`src/rtl/mem_stage.sv`:
```
// RV32I memory-access stage: issues a one-cycle dmem request, stalls until
// the response, then aligns/extends load data into the MEM/WB register.
package mem_stage_pkg;

  typedef enum logic [3:0] {
    alu_out_wb,
    br_en_wb,
    u_imm_wb,
    pc_plus4_wb,
    lb_wb,
    lbu_wb,
    lh_wb,
    lhu_wb,
    lw_wb
  } regf_m_sel_t;

  typedef struct packed {
    logic        regf_we;
    regf_m_sel_t regf_m_sel;
  } wb_signal_t;

  typedef struct packed {
    logic        valid;
    logic [31:0] pc;
    logic [31:0] inst;
    logic [4:0]  rd_s;
    logic [31:0] alu_out;
    logic        br_en;
    logic [31:0] u_imm;
    logic [31:0] mem_addr;
    logic [3:0]  mem_rmask;
    logic [3:0]  mem_wmask;
    logic [31:0] mem_wdata;
    wb_signal_t  wb_signal;
  } ex_mem_stage_reg_t;

  typedef struct packed {
    logic        valid;
    logic [31:0] pc;
    logic [31:0] inst;
    logic [4:0]  rd_s;
    logic [31:0] alu_out;
    logic        br_en;
    logic [31:0] u_imm;
    logic [31:0] mem_addr;
    logic [3:0]  mem_rmask;
    logic [3:0]  mem_wmask;
    logic [31:0] mem_wdata;
    wb_signal_t  wb_signal;
  } mem_wb_stage_reg_t;

endpackage

module mem_stage
  import mem_stage_pkg::*;
#(
  parameter int unsigned WATCHDOG_CYCLES = 0
) (
  input  logic              clk,
  input  logic              rst_n,
  input  ex_mem_stage_reg_t ex_mem_i,
  output logic [31:0]       dmem_addr,
  output logic [3:0]        dmem_rmask,
  output logic [3:0]        dmem_wmask,
  output logic [31:0]       dmem_wdata,
  input  logic [31:0]       dmem_rdata,
  input  logic              dmem_resp,
  output logic              mem_stall,
  output mem_wb_stage_reg_t mem_wb_o,
  output logic [31:0]       mem_wb_rdata_o,
  output logic [31:0]       mem_wb_load_o,
  output logic [31:0]       mem_fwd_data,
  output logic              mem_fwd_ok,
  output logic              mem_timeout
);

  typedef enum logic {
    IDLE,
    WAIT
  } state_t;

  state_t      state;
  state_t      state_nxt;
  logic        access;
  logic        is_load;
  logic [31:0] wd_cnt;
  logic [4:0]  sh;
  logic [31:0] shifted;
  logic [31:0] load_val;
  regf_m_sel_t sel;

  assign sel = ex_mem_i.wb_signal.regf_m_sel;

  assign access = ex_mem_i.valid &&
                  ((ex_mem_i.mem_rmask | ex_mem_i.mem_wmask) != 4'b0);

  assign is_load = sel inside {lb_wb, lbu_wb, lh_wb, lhu_wb, lw_wb};

  always_ff @(posedge clk or negedge rst_n) begin
    if (!rst_n) begin
      state <= IDLE;
    end else begin
      state <= state_nxt;
    end
  end

  always_comb begin
    state_nxt = state;
    unique case (state)
      IDLE: if (access) state_nxt = WAIT;
      WAIT: if (dmem_resp) state_nxt = IDLE;
    endcase
  end

  always_comb begin
    dmem_addr   = 32'b0;
    dmem_rmask  = 4'b0;
    dmem_wmask  = 4'b0;
    dmem_wdata  = 32'b0;
    mem_stall   = 1'b0;
    mem_timeout = 1'b0;
    unique case (state)
      IDLE: begin
        if (access) begin
          dmem_addr  = {ex_mem_i.mem_addr[31:2], 2'b00};
          dmem_rmask = ex_mem_i.mem_rmask;
          dmem_wmask = ex_mem_i.mem_wmask;
          dmem_wdata = ex_mem_i.mem_wdata;
          mem_stall  = 1'b1;
        end
      end
      WAIT: begin
        mem_stall   = !dmem_resp;
        mem_timeout = (WATCHDOG_CYCLES != 0) && !dmem_resp &&
                      (wd_cnt == WATCHDOG_CYCLES - 1);
      end
    endcase
  end

  // Saturates at the limit so the timeout pulses only once per access.
  always_ff @(posedge clk or negedge rst_n) begin
    if (!rst_n) begin
      wd_cnt <= 32'b0;
    end else if (state != WAIT || dmem_resp) begin
      wd_cnt <= 32'b0;
    end else if (WATCHDOG_CYCLES != 0 && wd_cnt < WATCHDOG_CYCLES) begin
      wd_cnt <= wd_cnt + 32'd1;
    end
  end

  assign sh      = {ex_mem_i.mem_addr[1:0], 3'b000};
  assign shifted = dmem_rdata >> sh;

  always_comb begin
    load_val = 32'b0;
    unique case (sel)
      lb_wb:   load_val = {{24{shifted[7]}}, shifted[7:0]};
      lbu_wb:  load_val = {24'b0, shifted[7:0]};
      lh_wb:   load_val = {{16{shifted[15]}}, shifted[15:0]};
      lhu_wb:  load_val = {16'b0, shifted[15:0]};
      lw_wb:   load_val = dmem_rdata;
      default: load_val = 32'b0;
    endcase
  end

  always_ff @(posedge clk or negedge rst_n) begin
    if (!rst_n) begin
      mem_wb_o       <= '0;
      mem_wb_rdata_o <= 32'b0;
      mem_wb_load_o  <= 32'b0;
    end else begin
      unique case (state)
        IDLE: begin
          if (access) begin
            mem_wb_o.valid <= 1'b0;
          end else begin
            mem_wb_o       <= ex_mem_i;
            mem_wb_rdata_o <= 32'b0;
            mem_wb_load_o  <= 32'b0;
          end
        end
        WAIT: begin
          if (dmem_resp) begin
            mem_wb_o       <= ex_mem_i;
            mem_wb_rdata_o <= dmem_rdata;
            mem_wb_load_o  <= load_val;
          end else begin
            mem_wb_o.valid <= 1'b0;
          end
        end
      endcase
    end
  end

  always_comb begin
    mem_fwd_data = 32'b0;
    unique case (sel)
      alu_out_wb:  mem_fwd_data = ex_mem_i.alu_out;
      br_en_wb:    mem_fwd_data = {31'b0, ex_mem_i.br_en};
      u_imm_wb:    mem_fwd_data = ex_mem_i.u_imm;
      pc_plus4_wb: mem_fwd_data = ex_mem_i.pc + 32'd4;
      default:     mem_fwd_data = 32'b0;
    endcase
  end

  assign mem_fwd_ok = ex_mem_i.valid && ex_mem_i.wb_signal.regf_we &&
                      !is_load && (ex_mem_i.rd_s != 5'd0);

endmodule

```
`config.mk`:
```
export PLATFORM = sky130hd
export DESIGN_NAME = mem_stage
export DESIGN_NICKNAME = d
export VERILOG_FILES = /design/src/rtl/mem_stage.sv
export SDC_FILE = /design/constraint.sdc
export NUM_CORES = 1
export LEC_CHECK = 0
export ABC_CLOCK_PERIOD_IN_PS = 2900
export CORE_AREA = 4 4 242 244
export CTS_BUF_LIST = sky130_fd_sc_hd__clkbuf_2 sky130_fd_sc_hd__clkbuf_4 sky130_fd_sc_hd__clkbuf_8
export DETAILED_ROUTE_END_ITERATION = 10
export DIE_AREA = 0 0 246 248
export HOLD_SLACK_MARGIN = 0.15
export SLEW_MARGIN = 20
export SYNTH_ARGS = -nofsm -noshare
export SYNTH_HDL_FRONTEND = slang
export SYNTH_SLANG_ARGS = --single-unit
```
`constraint.sdc`:
```
create_clock -name clk -period 2.9 [get_ports clk]
set_input_delay 0.725 -clock clk [delete_from_list [all_inputs] [get_ports clk]]
set_output_delay 0.725 -clock clk [all_outputs]
set_load 0.005 [all_outputs]
```
### Word-level counts from Yosys, hierarchy flattened

Index checks and enable logic that the tools add are counted.

* reductions and logical operators: 11
* shifts and indexed selects: 1
* multiply operators: 0
* bitwise gates (word level): 2
* $lt $le $gt $ge: 0
* muxes and demuxes: 24
* divide/modulo/power cells: 0
* $add $sub $neg: 1
* eq/ne operators: 10

Operators by type and width (number)
* 212-bit case mux with 2 select lines: 1
* 211-bit two-way mux: 2
* 32-bit two-way mux: 7
* 32-bit case mux with 5 select lines: 1
* 32-bit case mux with 2 select lines: 2
* 32-bit case mux with 4 select lines: 1
* 32-bit by 3-bit adder with 32-bit output, second input constant: 1
* 32-bit by 5-bit right shift with 16-bit output: 1
* 4-bit by 3-bit equality test with 1-bit output, second input constant: 4
* 4-bit two-way mux: 4
* 5-bit nonzero test: 2
* 4-bit by 2-bit equality test with 1-bit output, second input constant: 2
* 4-bit by 1-bit equality test with 1-bit output, second input constant: 1
* 4-bit equality test, second input constant: 1
* 1-bit logical AND: 4
* 4-bit zero test: 1
* 1-bit two-way mux: 4
* 2-bit inequality test, second input constant: 2
* 4-bit OR: 1
* 1-bit case mux with 2 select lines: 2
* 4-bit nonzero test: 1
* 1-bit zero test: 2
* 2-bit AND reduction: 1
* 1-bit inverter: 1

* output and inout port bits: 383
* flip-flop bits (word level): 277
* bits of input ports: 247
* memory bits (read-only): 0
* logic and storage cells: 65
* latch bits: 0
* bits in writable memories: 0
* memories: 0

### Longest topological paths before layout

Gate-level depths: netlist of the first run.

* depth after elaboration: 5
* gate-level depth with buffers: 8

### Worst setup path before layout of the first run

Ideal clock, no wire load.

* path type: in2out
* start: input ex_mem_i[181] (netlist name)
* end: output mem_fwd_data[22]
* data arrival time: 1.995 ns
* stages on the path: 7
* path slack: 0.180 ns
* buffers on the path: 1
* cells stage by stage: ha_1 -> and4_1 -> nor2b_1 -> clkbuf_1 -> nand4_1 -> xor2_1 -> o22ai_1

* word-level cells in the longest chain between the ends: 2

Ends and longest elaborated chain
* start, declared: RTL line 61 `input ex_mem_stage_reg_t ex_mem_i,`
* 32-bit by 3-bit adder with 32-bit output: RTL line 201 `pc_plus4_wb: mem_fwd_data = ex_mem_i.pc + 32'd4;`
* 32-bit case mux with 4 select lines: RTL line 197 `unique case (sel)`
* end, declared: RTL line 72 `output logic [31:0] mem_fwd_data,`

No other way between the ends.

### Final worst setup path of the first run

* start: input ex_mem_i[192] (netlist name)
* end: output mem_fwd_data[29]

Same word-level chain as after synthesis.

==> flow_metrics.env, run 1 <==
export IMPL_outcome="finished, final reports clean"
export IMPL_timing_fmax_mhz=351
export IMPL_synthMuxAreaShare=0.243
export IMPL_pin_count=630
export IMPL_cap_violations=0
export IMPL_drt_initial_drc_count=420
export IMPL_drive_above_1_share=0.328
export IMPL_synth_simple_area_share=0.0884
export IMPL_final_hold_viol_count=0
export IMPL_multi_input_area_um2=5750
export IMPL_drt_pass1_iterations=5
export IMPL_fin_skew_ns=0.00854
export IMPL_hp_class="in -> reg"
export IMPL_die_h_um=248
export IMPL_synth_adder_area_share=0.000970
export IMPL_start_util=0.229
export IMPL_layout_min_cycle_time_ns=2.85
export IMPL_dr_wl_met3_um=4210
export IMPL_fin_crit_sh=0.984
export IMPL_clockBufferDepth=3
export IMPL_cts_buffers=51
export IMPL_syn_cell_area_um2=12900
export IMPL_tightestPinTransition_ns=0.729
export IMPL_endpoint_kind="output port"
export IMPL_routed_wl_met2_um=26900
export IMPL_leakagePower_nw=9.78
export IMPL_post_place_ws_ns=-1.01
export IMPL_power_density_nw_per_um2=572
export IMPL_drc=0
export IMPL_rows=87
export IMPL_fill_cells=5466
export IMPL_syn_area_per_cell_um2=13.6
export IMPL_cp_max_fo=4
export IMPL_htree_levels=2
export IMPL_gp_congestion=0.875
export IMPL_yosys_area_share_xor_xnor=0.0177
export IMPL_die_area_um2=61000
export IMPL_ys_types=54
export IMPL_wl_per_cell_um=22.3
export IMPL_postSynth_asyncResetShare=1.00
export IMPL_grt_pass1_vias=12017
export IMPL_fin_area_um2=22200
export IMPL_area_growth_pct=72.0
export IMPL_fin_ws_ns=0.0475
export IMPL_cp_start_kind="primary input"
export IMPL_nets=1962
export IMPL_synth_top_family_by_area="multiplexers"
export IMPL_die_w_um=246
export IMPL_grt_ovfl_total=0
export IMPL_slew_violations=0
export IMPL_regArea_um2=6930
export IMPL_synth_seq_cells=277
export IMPL_antenna_left=0
export IMPL_vias=11033
export IMPL_antenna_found_initial=5
export IMPL_max_slew_margin=0.514
export IMPL_clk_pin_slew_ns=0.06
export IMPL_grt_usage=0.175
export IMPL_grt_pass1_wl_um=80700
export IMPL_post_dp_cell_area_um2=20800
export IMPL_cts_tree="yes"
export IMPL_numPortBuffers=626
export IMPL_top_layer_used="met4"
export IMPL_seq_area_frac_synth=0.537
export IMPL_irDropWorstVdd_mv=0.396
export IMPL_routed_wl_um=55900
export IMPL_grt_max_degree=102
export IMPL_hpwl_um=41900
export IMPL_insertion_delay_ns=0.59
export IMPL_cts_root_buf="clkbuf_8"
export IMPL_worstSetupPathType="in -> out"
export IMPL_clkSinkCount=277
export IMPL_worst_ep_required_time_ns=2.17
export IMPL_crit_arrival_ns=2.13
export IMPL_ys_warnings_count=0
export IMPL_rsz0062_at_grt="true"
export IMPL_core_um2=56300
export IMPL_synth_compound_area_share=0.0779
export IMPL_finalSetupViolCount=0
export IMPL_ys_flop_type="dfrtp_1"
export IMPL_vias_per_cell=4.40
export IMPL_synth_edff_count=0
export IMPL_wl_met1_um=23200
export IMPL_finalPower_mw=12.7
export IMPL_postSynthCellCount=948
## per-layer routing
metal	vias up	track usage
li1	4972	-
met1	5541	0.219
met2	429	0.289
met3	91	0.0541
met4	0	0.0569
met5	-	0
## state kept, by name, summed over array words and instances (netlist names)
register / flops
mem_wb_o: 212
mem_wb_rdata_o: 32
mem_wb_load_o: 32
state: 1
## power by group
part / total [mW] / internal [mW] / switching, mW
clock network: 3.99 / 2.30 / 1.69
logic: 3.87 / 2.42 / 1.45
registers: 4.84 / 4.48 / 0.355
## final timing paths
| kind | startpoint | end | slack (ns) | cells past startpoint |
|---|---|---|---|---|
| setup / recovery | ex_mem_i[192] | mem_fwd_data[29] | 0.05 | 10 |
| hold / removal | ex_mem_i[42] | mem_wb_o[42] | 0.48 | 2 |
| setup reg to reg | state | mem_wb_o[108] | 0.12 | 8 |
| hold reg to reg | mem_wb_o[148] | mem_wb_o[148] | 0.49 | 1 |
| max in group asynchronous | rst_n | mem_wb_rdata_o[25] | 1.35 | 3 |
| min in group asynchronous | rst_n | mem_wb_rdata_o[1] | 0.72 | 2 |
## cell usage in the layout, fill, tap and decap left out, drive strengths merged, types with 3 or more instances in the layout
master and count:
a211oi 6, a21oi 10, a221o 17, a22o 40, a22oi 13, and2 76, and3 5, buf 238
clkbuf 98, clkdlybuf4s15 6, clkdlybuf4s50 490, clkinv 3, conb 3, dfrtp 277, diode 5, dlygate4sd2 26
inv 3, mux2 219, mux2i 25, nand2 38, nand3 21, nand4 12, nor2 22, nor2b 8
nor3 3, nor4 5, o21ai 10, o22ai 22, o311ai 5, xnor2 4, xor2 22
## per-stage QoR
| step | instances | TNS (ns) | util | hold WS [ns] |
|---|---|---|---|---|
| 5_1_grt | 2507 | -0.671 | 0.394 | 0.408 |
| 6_report | 2510 | 0 | 0.394 | 0.478 |
| 2_1_floorplan | 950 | 0 | - | 0.429 |
| 4_1_cts | 2506 | -0.0260 | 0.393 | 0.384 |
| 3_3_place_gp | 2393 | -127.64 | 0.370 | 0.466 |
| 3_5_place_dp | 2393 | -138.55 | 0.370 | 0.481 |
## cells in the mapped netlist, types with 7 or more instances
library cell,instances,area share
nand2_1,38,0.011
a221o_1,17,0.013
a22oi_1,13,0.0076
xor2_1,22,0.015
o22ai_1,22,0.011
mux2_1,50,0.044
and2_1,74,0.036
mux2i_1,25,0.019
nand3_1,21,0.0081
clkbuf_1,20,0.0058
nand4_1,12,0.0058
buf_2,13,0.0050
mux2_2,69,0.060
a21oi_1,9,0.0035
o21ai_0,10,0.0039
mux2_4,100,0.12
a22o_1,40,0.027
nor2b_1,7,0.0034
buf_6,20,0.017
nor2_1,22,0.0064
dfrtp_1,277,0.54
## logic make-up (layout without fill, tap and decap cells)
| logic type | after synthesis | count (layout) |
|---|---|---|
| adders and majority gates | 1 | 1 |
| xor gates and xnor gates | 26 | 26 |
| AOI/OAI and AO/OA | 130 | 130 |
| buffers and inverters | 67 | 866 |
| and+or+nand+nor | 200 | 200 |
| muxes | 246 | 246 |
| DFF | 277 | 277 |
| other | 1 | 8 |
## timing repair
item / CTS / global route
setup endpoints to repair: 102 / 88
hold buffers: 1 / 0
setup buffers: 18 / 3
gates cloned: 6 / 0
gates resized for setup: 435 / 110
endpoints found under the hold margin: 59 / 0
pin swaps: 31 / 31
## cell type report
| cell class | count | share of cell area |
|---|---|---|
| timing repair buffer | 775 | 0.335 |
| sequential | 277 | 0.313 |
| multi-input combinational | 606 | 0.259 |
| tap | 756 | 0.0426 |
| clock buffer | 85 | 0.0482 |
| antenna | 5 | 0.000564 |
| inverter | 3 | 0.000508 |
| clock inverter | 3 | 0.000677 |
## worst max-delay path: stages
cell and delay [ns]:
buf_6 0.07, nand4_1 0.10, buf_6 0.15, nor4_4 0.23, buf_4 0.18, buf_6 0.11
nand4_1 0.11, xor2_1 0.18, o22ai_1 0.11, buf_2 0.16
Power figures use the tool's default switching activity.
==> inputs of run 2 (changes only) <==
--- a/config.mk
+++ b/config.mk
@@ -6,11 +6,12 @@
 export NUM_CORES = 1
 export LEC_CHECK = 0
 export ABC_CLOCK_PERIOD_IN_PS = 2900
-export CORE_AREA = 4 4 242 244
+export CORE_AREA = 4 4 241 243
 export CTS_BUF_LIST = sky130_fd_sc_hd__clkbuf_2 sky130_fd_sc_hd__clkbuf_4 sky130_fd_sc_hd__clkbuf_8
 export DETAILED_ROUTE_END_ITERATION = 10
-export DIE_AREA = 0 0 246 248
+export DIE_AREA = 0 0 245 247
 export HOLD_SLACK_MARGIN = 0.15
+export MAX_ROUTING_LAYER = met4
 export SLEW_MARGIN = 20
 export SYNTH_ARGS = -nofsm -noshare
 export SYNTH_HDL_FRONTEND = slang
==> run 2 against run 1 <==
  * Final area decreased by 0.27%
  * Register-to-register slack better by 0.44 ns
  * Combinational power about the same
  * Non-clock buffer count grew 5
  * First-iteration DRC count increased by 12%
  * Die area down 0.81%
  * Routed wire length shrank 1.1%
==> flow_metrics.env, run 2 (synthesis gave the netlist of run 1 again) <==
export IMPL_outcome="finished, final reports clean"
export IMPL_irDropWorstVdd_mv=0.318
export IMPL_p_int_mw=9.17
export IMPL_max_slew_margin=0.593
export IMPL_die_w_um=245
export IMPL_worst_ep_required_time_ns=2.17
export IMPL_largest_reg_flops=212
export IMPL_pwr_share_seq=0.380
export IMPL_rsz0062_at_grt="true"
export IMPL_regToRegStartpoint="state"
export IMPL_regMostFlops="mem_wb_o"
export IMPL_grt_pass1_vias=12068
export IMPL_worstSetupPathType="in -> out"
export IMPL_cp_endpoint="dmem_addr[23]"
export IMPL_rows=87
export IMPL_cts_buffers=50
export IMPL_power_density_nw_per_um2=576
export IMPL_insertion_delay_ns=0.62
export IMPL_tightestPinTransition_ns=0.610
export IMPL_drive_above_1_share=0.317
export IMPL_r2r_end="mem_wb_o[178]"
export IMPL_crit_path_start="ex_mem_i[39]"
export IMPL_clk_pin_slew_ns=0.06
export IMPL_slowest_delay_ns=0.26
export IMPL_fin_area_um2=22100
export IMPL_cap_violations=0
export IMPL_vias=11077
export IMPL_power_switching_mw=3.57
export IMPL_die_h_um=247
export IMPL_hp_start="ex_mem_i[189]"
export IMPL_clkSinkCount=277
export IMPL_p_clk_frac=0.318
export IMPL_path_buf_inv=7
export IMPL_gp_congestion=0.881
export IMPL_htree_levels=2
export IMPL_fin_skew_ns=0.0214
export IMPL_p_sw_frac=0.280
export IMPL_grt_pass1_wl_um=80700
export IMPL_antenna_left=0
export IMPL_final_common_cell="clkdlybuf4s50_1"
export IMPL_cp_max_fo=12
export IMPL_r2r_slack_ns=0.56
export IMPL_slowest_stage="nor4_4"
export IMPL_drt_initial_drc_count=469
export IMPL_multi_input_area_um2=5750
export IMPL_pwr_share_comb=0.302
export IMPL_cp_num_cells=10
export IMPL_crit_arrival_ns=2.14
export IMPL_grt_ovfl_total=0
export IMPL_clockBufferDepth=3
export IMPL_timing_fmax_mhz=349
export IMPL_routed_wl_um=55200
export IMPL_core_um2=56000
export IMPL_nets=1966
export IMPL_fill_cells=5422
export IMPL_drc=0
export IMPL_wl_per_cell_um=21.9
export IMPL_largestRegisters="mem_wb_o: 212 flops, mem_wb_load_o: 32 flops, mem_wb_rdata_o: 32 flops"
export IMPL_whs_path_depth=3
export IMPL_final_hold_viol_count=0
export IMPL_leakagePower_nw=9.80
export IMPL_crit_family="buffers and inverters"
export IMPL_cp_start_kind="primary input"
export IMPL_layout_min_cycle_time_ns=2.87
export IMPL_cts_root_buf="clkbuf_8"
export IMPL_slew_violations=0
export IMPL_hpwl_um=42700
export IMPL_layout_common_cells="clkdlybuf4s50_1, dfrtp_1, buf_4"
export IMPL_numPortBuffers=626
export IMPL_grt_max_degree=61
export IMPL_hp_class="in -> reg"
export IMPL_endpoint_kind="output port"
export IMPL_antenna_found_initial=5
export IMPL_finalSetupViolCount=0
export IMPL_vias_per_cell=4.40
export IMPL_grt_usage=0.181
export IMPL_cts_tree="yes"
export IMPL_tns_ns=0
export IMPL_crit_path_cell_trace="buf_2, nor4_4, buf_4, a21boi_4, buf_6, buf_12, buf_8, buf_12, and2_1, buf_2"
export IMPL_area_growth_pct=71.5
export IMPL_drt_pass1_iterations=5
export IMPL_fin_crit_sh=0.989
export IMPL_pin_count=630
export IMPL_reg2regPathDepth=9
export IMPL_die_area_um2=60500
export IMPL_start_util=0.231
export IMPL_regArea_um2=6930
export IMPL_post_dp_cell_area_um2=20900
run 2: changes by cell type in the layout (fill, tap and decap cells not counted), moves of 4 or more:
cell and change:
buf_6 -18, clkbuf_2 +14, dlygate4sd2_1 +9, and2_1 +22, clkbuf_4 -5, clkinv_2 +5, and2_4 -22, buf_2 +6
buf_4 -6, nand3_1 -4
run 2: worst min-delay path by stage:
stage,end,slack [ns]
after floorplan,mem_wb_load_o[0],0.43
after global placement,mem_wb_o[79],0.47
after global routing,mem_wb_o[189],0.40
final,mem_wb_o[189],0.45
after CTS,mem_wb_o[187],0.38
after detailed placement,mem_wb_o[79],0.48
run 2: power groups by stage:
| stage | registers [mW] | logic, mW | clock network [mW] |
|---|---|---|---|
| 2_1_floorplan | 4.90 | 1.32 | 0 |
| 3_3_place_gp | 4.88 | 3.83 | 0 |
| 3_5_place_dp | 4.89 | 3.85 | 0 |
| 4_1_cts | 4.84 | 3.91 | 4.21 |
| 5_1_grt | 4.92 | 4.08 | 4.37 |
| 6_report | 4.84 | 3.85 | 4.05 |
run 2: layout make-up:
cell class	count	share of cell area
clock inverter	14	0.00549
timing repair buffer	780	0.333
clock buffer	77	0.0448
multi-input combinational	606	0.260
tap	756	0.0428
inverter	3	0.000509
antenna	4	0.000452
sequential	277	0.313
run 2: worst min-delay path: stages:
cell and delay, ns:
buf_6 0.07, buf_4 0.11, mux2_2 0.13
run 2: what timing repair did:
action	in CTS	in global routing
pin swaps	43	26
resized for setup	401	85
hold buffers	1	0
setup endpoints to repair	104	84
cloned	5	0
hold endpoints to repair	50	0
buffers inserted	21	4
run 2: metrics by stage:
| step | worst slack, ns | hold slack [ns] | utilization | std cells | total power, mW |
|---|---|---|---|---|---|
| floorplan | 0.180 | 0.429 | - | 950 | 6.22 |
| global placement | -1.02 | 0.469 | 0.373 | 2397 | 8.71 |
| detailed placement | -1.01 | 0.480 | 0.373 | 2397 | 8.75 |
| CTS | -0.0533 | 0.381 | 0.397 | 2514 | 13.0 |
| global route | -0.0991 | 0.395 | 0.395 | 2517 | 13.4 |
| finish | 0.0311 | 0.452 | 0.395 | 2517 | 12.7 |
run 2: per-layer routing:
layer,share of wire,up-vias,track usage
li1,-,4989,-
met1,0.41,5528,0.216
met2,0.49,462,0.294
met3,0.076,98,0.0545
met4,0.028,0,0.0602
met5,0,-,-
==> inputs of run 3 (changes only) <==
--- a/config.mk
+++ b/config.mk
@@ -5,13 +5,14 @@
 export SDC_FILE = /design/constraint.sdc
 export NUM_CORES = 1
 export LEC_CHECK = 0
-export ABC_CLOCK_PERIOD_IN_PS = 2900
-export CORE_AREA = 4 4 241 243
+export ABC_CLOCK_PERIOD_IN_PS = 3400
+export CORE_AREA = 4 4 240 242
 export CTS_BUF_LIST = sky130_fd_sc_hd__clkbuf_2 sky130_fd_sc_hd__clkbuf_4 sky130_fd_sc_hd__clkbuf_8
 export DETAILED_ROUTE_END_ITERATION = 10
-export DIE_AREA = 0 0 245 247
+export DIE_AREA = 0 0 244 246
 export HOLD_SLACK_MARGIN = 0.15
 export MAX_ROUTING_LAYER = met4
+export REMOVE_ABC_BUFFERS = 1
 export SLEW_MARGIN = 20
 export SYNTH_ARGS = -nofsm -noshare
 export SYNTH_HDL_FRONTEND = slang
==> constraint.sdc (replaced) <==
create_clock -name clk -period 3.4 [get_ports clk]
set_input_delay 0.85 -clock clk [delete_from_list [all_inputs] [get_ports clk]]
set_output_delay 0.85 -clock clk [all_outputs]
set_load 0.005 [all_outputs]
==> run 3 against run 2 <==
  * Routed wire length fell by 2.4%
  * Total power fell by 16%
  * Worst hold slack got worse by 0.27 ns
  * Die area fell by 0.81%
  * Clock power fell by 17%
  * First-iteration DRC count fell by 3.6%
  * Critical path type unchanged
==> flow_metrics.env, run 3 (synthesis gave the netlist of run 1 again) <==
export IMPL_grt_pass1_wl_um=79300
export IMPL_grt_pass1_vias=12331
export IMPL_die_h_um=246
export IMPL_max_slew_margin=0.410
export IMPL_clockBufferDepth=3
export IMPL_slew_violations=0
export IMPL_endpoint_kind="output port"
export IMPL_layout_common_cells="clkdlybuf4s50_1, dfrtp_1, mux2_4"
export IMPL_power_switching_mw=2.94
export IMPL_antenna_found_initial=1
export IMPL_routed_wl_um=53900
export IMPL_hpwl_um=40600
export IMPL_cts_tree="yes"
export IMPL_area_growth_pct=69.5
export IMPL_crit_arrival_ns=2.49
export IMPL_final_common_cell="clkdlybuf4s50_1"
export IMPL_finalSetupViolCount=0
export IMPL_vias_per_cell=4.49
export IMPL_vias=11075
export IMPL_cp_max_fo=8
export IMPL_p_int_mw=7.72
export IMPL_nets=1931
export IMPL_pwr_share_comb=0.297
export IMPL_cts_buffers=51
export IMPL_numPortBuffers=626
export IMPL_rsz0062_at_grt="true"
export IMPL_p_sw_frac=0.276
export IMPL_gp_congestion=0.943
export IMPL_hp_class="in -> async"
export IMPL_htree_levels=2
export IMPL_p_clk_frac=0.316
export IMPL_regMostFlops="mem_wb_o"
export IMPL_grt_ovfl_total=0
export IMPL_leakagePower_nw=9.75
export IMPL_r2r_slack_ns=0.64
export IMPL_worstSetupPathType="in -> out"
export IMPL_fin_area_um2=21900
export IMPL_drc=0
export IMPL_largestRegisters="mem_wb_o: 212 flops, mem_wb_load_o: 32 flops, mem_wb_rdata_o: 32 flops"
export IMPL_cts_root_buf="clkbuf_8"
export IMPL_die_area_um2=60000
export IMPL_outcome="finished, final reports clean"
export IMPL_insertion_delay_ns=0.60
export IMPL_clkSinkCount=277
export IMPL_rows=86
export IMPL_fill_cells=5343
export IMPL_grt_max_degree=114
export IMPL_grt_usage=0.176
export IMPL_final_hold_viol_count=0
export IMPL_regToRegStartpoint="state"
export IMPL_core_um2=55100
export IMPL_pin_count=630
export IMPL_pwr_share_seq=0.387
export IMPL_fin_crit_sh=0.984
export IMPL_die_w_um=244
export IMPL_post_dp_cell_area_um2=20500
export IMPL_clk_pin_slew_ns=0.06
export IMPL_r2r_end="mem_wb_o[171]"
export IMPL_tns_ns=0
export IMPL_largest_reg_flops=212
export IMPL_cp_start_kind="primary input"
export IMPL_wl_per_cell_um=21.9
export IMPL_layout_min_cycle_time_ns=3.34
export IMPL_antenna_left=0
export IMPL_power_density_nw_per_um2=488
export IMPL_drt_initial_drc_count=452
export IMPL_irDropWorstVdd_mv=0.305
export IMPL_post_place_ws_ns=-0.733
export IMPL_tightestPinTransition_ns=0.885
export IMPL_timing_fmax_mhz=299
export IMPL_fin_skew_ns=0.0192
export IMPL_fin_ws_ns=0.0551
export IMPL_start_util=0.234
export IMPL_cap_violations=0
export IMPL_worst_ep_required_time_ns=2.55
export IMPL_drt_pass1_iterations=4
export IMPL_drive_above_1_share=0.254
export IMPL_reg2regPathDepth=8
run 3: repair_timing:
| item | 4_1_cts | 5_1_grt |
|---|---|---|
| resized for setup | 200 | 34 |
| buffers inserted | 13 | 7 |
| endpoints found under the hold margin | 0 | 0 |
| cloned | 2 | 1 |
| setup endpoints to repair | 96 | 35 |
| hold buffers | 0 | 0 |
| pin swaps | 26 | 15 |
run 3: routing by layer:
metal,track usage,vias up,share of wire
li1,-,4899,-
met1,0.199,5561,0.39
met2,0.298,522,0.49
met3,0.0607,93,0.086
met4,0.0498,0,0.027
met5,-,-,0
run 3: power groups by stage:
| stage | registers, mW | logic [mW] | clock network [mW] |
|---|---|---|---|
| 2_1_floorplan | 4.18 | 1.28 | 0 |
| 3_3_place_gp | 4.15 | 3.20 | 0 |
| 3_5_place_dp | 4.17 | 3.19 | 0 |
| 4_1_cts | 4.13 | 3.21 | 3.51 |
| 5_1_grt | 4.19 | 3.37 | 3.66 |
| 6_report | 4.12 | 3.17 | 3.37 |
run 3: final cells by class:
cell class              instances  area (um^2)  area share
clock inverters                 8         72.6     0.00332
well taps                     748          936      0.0428
multi-input cells             606         5700       0.261
inverters                       3         11.3    0.000515
clock buffers                  80          988      0.0452
flip-flops and latches        277         6930       0.317
repair buffers                744         7220       0.330
diodes                          1         2.50    0.000114
run 3: critical path: stages:
cell and delay (ns):
dlygate4sd2_1 0.24, ha_2 0.19, and4_4 0.28, nor2b_4 0.17, buf_6 0.14, nand2_1 0.08
xor2_1 0.14, o22ai_1 0.14, dlygate4sd2_1 0.26
run 3: worst max path at each step:
| stage | cells past startpoint | startpoint | end |
|---|---|---|---|
| after floorplan | 4 | ex_mem_i[211] | mem_wb_o[108] |
| after global placement | 8 | ex_mem_i[187] | mem_fwd_data[27] |
| after detailed placement | 8 | ex_mem_i[187] | mem_fwd_data[27] |
| after CTS | 11 | ex_mem_i[192] | mem_fwd_data[18] |
| after global routing | 9 | ex_mem_i[181] | mem_fwd_data[12] |
| final | 9 | ex_mem_i[181] | mem_fwd_data[12] |
run 3: stage by stage:
stage	hold slack, ns	instances	total power [mW]	utilization
global route	0.186	2467	11.2	0.397
global placement	0.470	2356	7.35	0.373
floorplan	0.473	886	5.46	-
finish	0.186	2467	10.7	0.397
CTS	0.168	2458	10.9	0.395
detailed placement	0.474	2356	7.37	0.373
